===== src/rtl/vga_rect_fill_engine_pkg.sv =====
// Shared definitions for the VGA video-memory writers: widths, FSM states, colours.
package vga_defs;

   localparam int unsigned VGA_COORD_W = 8;
   localparam int unsigned VGA_COLOR_W = 3;
   localparam int unsigned VGA_ADDR_W  = 2 * VGA_COORD_W;

   typedef enum logic [1:0] {
      ST_IDLE = 2'd0,
      ST_FILL = 2'd1,
      ST_DONE = 2'd2
   } state_e;

   // Pixel colours, {R,G,B}
   localparam logic [VGA_COLOR_W-1:0] COLOR_BLACK   = 3'b000;
   localparam logic [VGA_COLOR_W-1:0] COLOR_BLUE    = 3'b001;
   localparam logic [VGA_COLOR_W-1:0] COLOR_GREEN   = 3'b010;
   localparam logic [VGA_COLOR_W-1:0] COLOR_CYAN    = 3'b011;
   localparam logic [VGA_COLOR_W-1:0] COLOR_RED     = 3'b100;
   localparam logic [VGA_COLOR_W-1:0] COLOR_MAGENTA = 3'b101;
   localparam logic [VGA_COLOR_W-1:0] COLOR_YELLOW  = 3'b110;
   localparam logic [VGA_COLOR_W-1:0] COLOR_WHITE   = 3'b111;

endpackage


===== src/rtl/vga_rect_fill_engine_scan.sv =====
// Row-major x/y scan counter for a rectangle; x reloads from its start column at row end.
module rect_scan_counter #(
   parameter int unsigned COORD_W = 8
) (
   input  logic               clk,
   input  logic               rst_n,
   input  logic               load,
   input  logic               advance,
   input  logic [COORD_W-1:0] ld_x,
   input  logic [COORD_W-1:0] ld_y,
   input  logic [COORD_W-1:0] ld_x_end,
   input  logic [COORD_W-1:0] ld_y_end,
   output logic [COORD_W-1:0] x,
   output logic [COORD_W-1:0] y,
   output logic               last
);

   logic [COORD_W-1:0] x_q, x_d;
   logic [COORD_W-1:0] y_q, y_d;
   logic [COORD_W-1:0] x_start_q, x_start_d;
   logic [COORD_W-1:0] x_end_q, x_end_d;
   logic [COORD_W-1:0] y_end_q, y_end_d;

   always_comb begin
      x_d       = x_q;
      y_d       = y_q;
      x_start_d = x_start_q;
      x_end_d   = x_end_q;
      y_end_d   = y_end_q;
      if (load) begin
         x_d       = ld_x;
         y_d       = ld_y;
         x_start_d = ld_x;
         x_end_d   = ld_x_end;
         y_end_d   = ld_y_end;
      end else if (advance) begin
         if (x_q < x_end_q) begin
            x_d = x_q + 1'b1;
         end else begin
            x_d = x_start_q;
            y_d = y_q + 1'b1;
         end
      end
   end

   always_ff @(posedge clk or negedge rst_n) begin
      if (!rst_n) begin
         x_q       <= '0;
         y_q       <= '0;
         x_start_q <= '0;
         x_end_q   <= '0;
         y_end_q   <= '0;
      end else begin
         x_q       <= x_d;
         y_q       <= y_d;
         x_start_q <= x_start_d;
         x_end_q   <= x_end_d;
         y_end_q   <= y_end_d;
      end
   end

   assign x    = x_q;
   assign y    = y_q;
   assign last = (x_q == x_end_q) && (y_q == y_end_q);

endmodule


===== src/rtl/vga_rect_fill_engine.sv =====
// Rectangle-fill writer for the 256x256 video RAM: one command in, one pixel write per clock.
module vga_rect_fill_engine
   import vga_defs::*;
#(
   parameter int unsigned COORD_W = VGA_COORD_W,
   parameter int unsigned COLOR_W = VGA_COLOR_W
) (
   input  logic                 Clock,
   input  logic                 Reset,
   input  logic [COORD_W-1:0]   iX0,
   input  logic [COORD_W-1:0]   iY0,
   input  logic [COORD_W-1:0]   iWidth,
   input  logic [COORD_W-1:0]   iHeight,
   input  logic [COLOR_W-1:0]   iColor,
   input  logic                 iCommand_Ready,
   input  logic                 iHold,
   output logic                 oReadyForCommand,
   output logic                 oBusy,
   output logic                 oDone,
   output logic                 oWriteEnable,
   output logic [2*COORD_W-1:0] oWriteAddress,
   output logic [COLOR_W-1:0]   oDataOut
);

   state_e             state_q, state_d;
   logic               ready_q, ready_d;
   logic [COLOR_W-1:0] color_q, color_d;

   logic               accept;
   logic               step;
   logic               advance;
   logic               last;
   logic [COORD_W:0]   x_sum;
   logic [COORD_W:0]   y_sum;
   logic [COORD_W-1:0] x_end;
   logic [COORD_W-1:0] y_end;
   logic [COORD_W-1:0] x_cur;
   logic [COORD_W-1:0] y_cur;

   // End coordinates saturate at the screen edge instead of wrapping to 0
   always_comb begin
      x_sum = {1'b0, iX0} + {1'b0, iWidth};
      y_sum = {1'b0, iY0} + {1'b0, iHeight};
      x_end = x_sum[COORD_W] ? '1 : x_sum[COORD_W-1:0];
      y_end = y_sum[COORD_W] ? '1 : y_sum[COORD_W-1:0];
   end

   assign accept  = (state_q == ST_IDLE) && ready_q && iCommand_Ready;
   assign step    = (state_q == ST_FILL) && !iHold;
   assign advance = step && !last;

   always_comb begin
      state_d = state_q;
      color_d = color_q;
      unique case (state_q)
         ST_IDLE: begin
            if (accept) begin
               state_d = ST_FILL;
               color_d = iColor;
            end
         end
         ST_FILL: begin
            if (step && last) state_d = ST_DONE;
         end
         ST_DONE: state_d = ST_IDLE;
         default: state_d = ST_IDLE;
      endcase
      ready_d = (state_d == ST_IDLE);
   end

   always_ff @(posedge Clock or negedge Reset) begin
      if (!Reset) begin
         state_q <= ST_IDLE;
         ready_q <= 1'b0;
         color_q <= '0;
      end else begin
         state_q <= state_d;
         ready_q <= ready_d;
         color_q <= color_d;
      end
   end

   rect_scan_counter #(
      .COORD_W (COORD_W)
   ) u_scan (
      .clk      (Clock),
      .rst_n    (Reset),
      .load     (accept),
      .advance  (advance),
      .ld_x     (iX0),
      .ld_y     (iY0),
      .ld_x_end (x_end),
      .ld_y_end (y_end),
      .x        (x_cur),
      .y        (y_cur),
      .last     (last)
   );

   assign oReadyForCommand = ready_q;
   assign oBusy            = (state_q == ST_FILL);
   assign oDone            = (state_q == ST_DONE);
   assign oWriteEnable     = step;
   assign oWriteAddress    = {x_cur, y_cur};
   assign oDataOut         = color_q;

endmodule


===== config.mk =====
export PLATFORM = sky130hd
export DESIGN_NAME = vga_rect_fill_engine
export DESIGN_NICKNAME = d
export VERILOG_FILES = /design/src/rtl/vga_rect_fill_engine_pkg.sv /design/src/rtl/vga_rect_fill_engine_scan.sv /design/src/rtl/vga_rect_fill_engine.sv
export SDC_FILE = /design/constraint.sdc
export NUM_CORES = 1
export LEC_CHECK = 0
export ABC_CLOCK_PERIOD_IN_PS = 3000
export BUFFER_PORTS_ARGS = -buffer_cell sky130_fd_sc_hd__buf_4
export CORE_MARGIN = 1.5
export CORE_UTILIZATION = 50
export DETAILED_ROUTE_END_ITERATION = 6
export HOLD_SLACK_MARGIN = 0.06
export PLACE_DENSITY = 0.7
export RECOVER_POWER = 100
export REMOVE_ABC_BUFFERS = 1
export SKIP_LAST_GASP = 1
export SLEW_MARGIN = 25
export SYNTH_ARGS = -nofsm -noshare
export SYNTH_HDL_FRONTEND = slang
export SYNTH_HIERARCHICAL = 1
export SYNTH_SLANG_ARGS = --single-unit
export TNS_END_PERCENT = 50

===== constraint.sdc =====
create_clock -name Clock -period 3 [get_ports Clock]
set_clock_uncertainty 0.05 [all_clocks]
set_input_delay 0.45 -clock Clock [delete_from_list [all_inputs] [get_ports Clock]]
set_output_delay 0.45 -clock Clock [all_outputs]
set_load 0.005 [all_outputs]

==> results.sh <==
export IMPL_outcome="finished, violations left"
export IMPL_violations="capacitance limit, slew limit"
export IMPL_synth_edf_count=0
export IMPL_drv_cap=1
export IMPL_synthAdderAreaFrac=0.110
export IMPL_synthMuxAreaShare=0.106
export IMPL_synth_compound_area_frac=0.167
export IMPL_finalWirelength_um=7190
export IMPL_final_area_sq_mm=0.00387
export IMPL_drt_pass1_iterations=4
export IMPL_overflow=0
export IMPL_synth_area_leader_cell="dfrtp_1"
export IMPL_crit_path_cell_trace="ha_1 > and4_4 > nand4_1 > nor3_1 > nor3_1 > inv_1 > a31oi_1 > mux2_4 > mux2_2"
export IMPL_synth_flop_cell="dfrtp_1"
export IMPL_reg2reg_depth=9
export IMPL_ys_seq_area_frac=0.348
export IMPL_synth_top_family_by_area="simple AND/OR/NAND/NOR gates"
export IMPL_setup_violations=0
export IMPL_dp_hpwl_um=5470
export IMPL_insertion_delay_ns=0.29
export IMPL_grt_pass1_wl_um=11700
export IMPL_synth_top_area_frac=0.348
export IMPL_drive_above_1_share=0.269
export IMPL_hp_class="in -> reg"
export IMPL_rsz0062_at_grt="no"
export IMPL_numCtsBuffers=5
export IMPL_cts_tree="yes"
export IMPL_hold_viol=0
export IMPL_vias_per_cell=5.62
export IMPL_avgSynthCellArea_sq_um=10.0
export IMPL_dieHeight_um=84.4
export IMPL_cts_resized=0
export IMPL_wl_per_cell_um=15.4
export IMPL_cp_required_ns=3.13
export IMPL_pin_count=62
export IMPL_worst_pin_slew_ns=2.41
export IMPL_postPlaceCellArea_sq_mm=0.00385
export IMPL_cp_depth=9
export IMPL_design_die_area_sq_mm=0.00712
export IMPL_drtIter0Drc=145
export IMPL_drc_errors=0
export IMPL_synth_distinct_cells=55
export IMPL_yosys_area_share_simple=0.172
export IMPL_root_buffer="clkbuf_8"
export IMPL_postRouteAntennaNets=0
export IMPL_grt_use_met2=0.316
export IMPL_end_kind="register"
export IMPL_crit_family="simple AND/OR/NAND/NOR gates"
export IMPL_post_cts_buffers=0
export IMPL_slowest_stage="dfrtp_1"
export IMPL_dp_cells=460
export IMPL_netlist_area_sq_mm=0.00331
export IMPL_cts_reportedPaths_clkPinSlew_ns=0.08
export IMPL_cts_hold_buf=0
export IMPL_clock_fmax_ghz=0.374
export IMPL_rows=29
export IMPL_met3_usage=0.0452
export IMPL_ys_seq_elements=46
export IMPL_synth_async_sr_flop_share=1.00
export IMPL_die_x_um=84.4
export IMPL_nets=457
export IMPL_setup_tns_ns=0
export IMPL_area_growth_pct=17.0
export IMPL_instances_no_fill=468
export IMPL_worstSetupPathType="reg -> reg"
export IMPL_yosys_top_cells_area="dfrtp_1 (35%), ha_1 (9.8%), mux2_2 (7.1%)"
export IMPL_cts_sinks=46
export IMPL_num_antenna_cells=0
export IMPL_arrival_ns=2.80
export IMPL_maxSlewHeadroom=-0.605
export IMPL_timing_final_max_slew_violations=47
export IMPL_cp_max_fo=7
export IMPL_gp_congestion=0.851
export IMPL_grt_pass1_vias=2465
export IMPL_htree_num_levels=2
export IMPL_period_needed_ns=2.67
export IMPL_busiest_layer="met2"
export IMPL_start_kind="register"
export IMPL_design_core_area_sq_mm=0.00639
export IMPL_cts_buffer_depth=2
export IMPL_port_buffers=61
export IMPL_synthCells=330
export IMPL_power_density_mw_per_mm2=830
export IMPL_critPathBufInv=1
export IMPL_use_met1=0.304
export IMPL_fin_crit_sh=0.890
export IMPL_vdd_drop_max_mv=0.483
export IMPL_worst_path_largest_cell_delay_ns=0.43
export IMPL_holdPathStages=3
export IMPL_vias=2631
export IMPL_cpMostUsedCell="nor3_1"
export IMPL_synth_xor_area_frac=0.0635
export IMPL_power_leakage_nw=1.77
export IMPL_antenna_found_initial=0
export IMPL_initial_utilization=0.518
export IMPL_grt_use_total=0.205
export IMPL_grt_max_degree=69
export IMPL_yosys_warnings=6
==> cells in the mapped netlist (5+ instances only) <==
library cell	n
clkbuf_1	9
dfrtp_1	46
nor3_1	9
nor2_1	16
xor2_1	9
nand3_2	5
nand2b_1	5
ha_1	26
nand3_1	13
nand4_1	5
inv_1	17
a21oi_1	14
xnor2_1	15
mux2_2	21
o21ai_0	10
nand2_1	27
a21o_1	6
a22oi_1	6
o21ai_1	5
mux2i_1	10
==> sequential cells by signal, indices dropped and copies added, names as in the netlist <==
register,flops
state_q,2
u_scan/x_start_q,8
u_scan/y,8
u_scan/y_end_q,8
u_scan/x,8
u_scan/x_end_q,8
oDataOut,3
oReadyForCommand,1
==> tightest hold or removal path, stage by stage <==
cell and delay (ns):
buf_4 0.09, nand2_1 0.04, o21ai_0 0.05
==> path summary, 6_finish.rpt <==
path                                    startpoint                    endpoint  slack [ns]
setup / recovery           u_scan/x[7]$_DFFE_PN0P_     u_scan/y[1]$_DFFE_PN0P_        0.33
hold / removal                              iY0[2]     u_scan/y[2]$_DFFE_PN0P_        0.33
setup reg to reg           u_scan/x[7]$_DFFE_PN0P_     u_scan/y[1]$_DFFE_PN0P_        0.33
hold reg to reg            oDataOut[1]$_DFFE_PN0P_     oDataOut[1]$_DFFE_PN0P_        0.47
max in group asynchronous                    Reset     u_scan/x[6]$_DFFE_PN0P_        0.70
min in group asynchronous                    Reset  oReadyForCommand$_DFF_PN0_        0.84
==> layout by cell type (no fill, tap or decap), types with 9 or more instances in the layout <==
cell type	instances
xnor2_1	15
dfrtp_1	46
mux2_2	21
nor3_1	10
nor2_1	16
xor2_1	9
a21oi_1	14
nand3_1	14
ha_1	26
o21ai_0	14
clkbuf_4	21
nand2_1	27
inv_1	17
mux2i_1	10
buf_4	36
==> cells by family (layout without fill, tap and decap cells) <==
kind of cell | count (synthesis) | after routing
adders and majority gates | 28 | 28
buffers and inverters | 27 | 88
AOI/OAI and AO/OA | 69 | 69
and+or+nand+nor | 104 | 104
muxes | 32 | 32
xor gates and xnor gates | 24 | 24
DFF | 46 | 46
==> report_power, final <==
| group | switching, mW | internal (mW) | total [mW] |
|---|---|---|---|
| sequential | 0.283 | 0.912 | 1.19 |
| combinational | 0.806 | 0.830 | 1.64 |
| clock | 0.199 | 0.186 | 0.386 |
==> metal layers <==
| metal | up-vias | wire (um) | part of all wire |
|---|---|---|---|
| met3 | 2 | 381 | 0.053 |
| met4 | 0 | 15 | 0.0021 |
| met1 | 1246 | 3470 | 0.48 |
| met2 | 63 | 3320 | 0.46 |
| li1 | 1320 | - | - |
| met5 | - | 0 | 0 |
==> layout make-up <==
class	instances	area [sq um]
multi-input cells	257	2000
well taps	77	96.3
inverters	17	63.8
flip-flops and latches	46	1150
clock buffers	7	86.3
clock inverters	1	5.00
repair buffers	63	467
fillers	567	2510
==> through the flow <==
step | power (mW) | util | hold slack, ns | setup slack [ns]
2_1_floorplan | 2.33 | - | 0.104 | -0.358
3_3_place_gp | 2.87 | 0.603 | 0.442 | 0.438
3_5_place_dp | 2.90 | 0.603 | 0.443 | 0.390
4_1_cts | 3.30 | 0.618 | 0.124 | 0.358
5_1_grt | 3.47 | 0.606 | 0.315 | 0.0819
6_report | 3.22 | 0.606 | 0.325 | 0.329
Note: power is estimated with default switching activity, not from simulation.
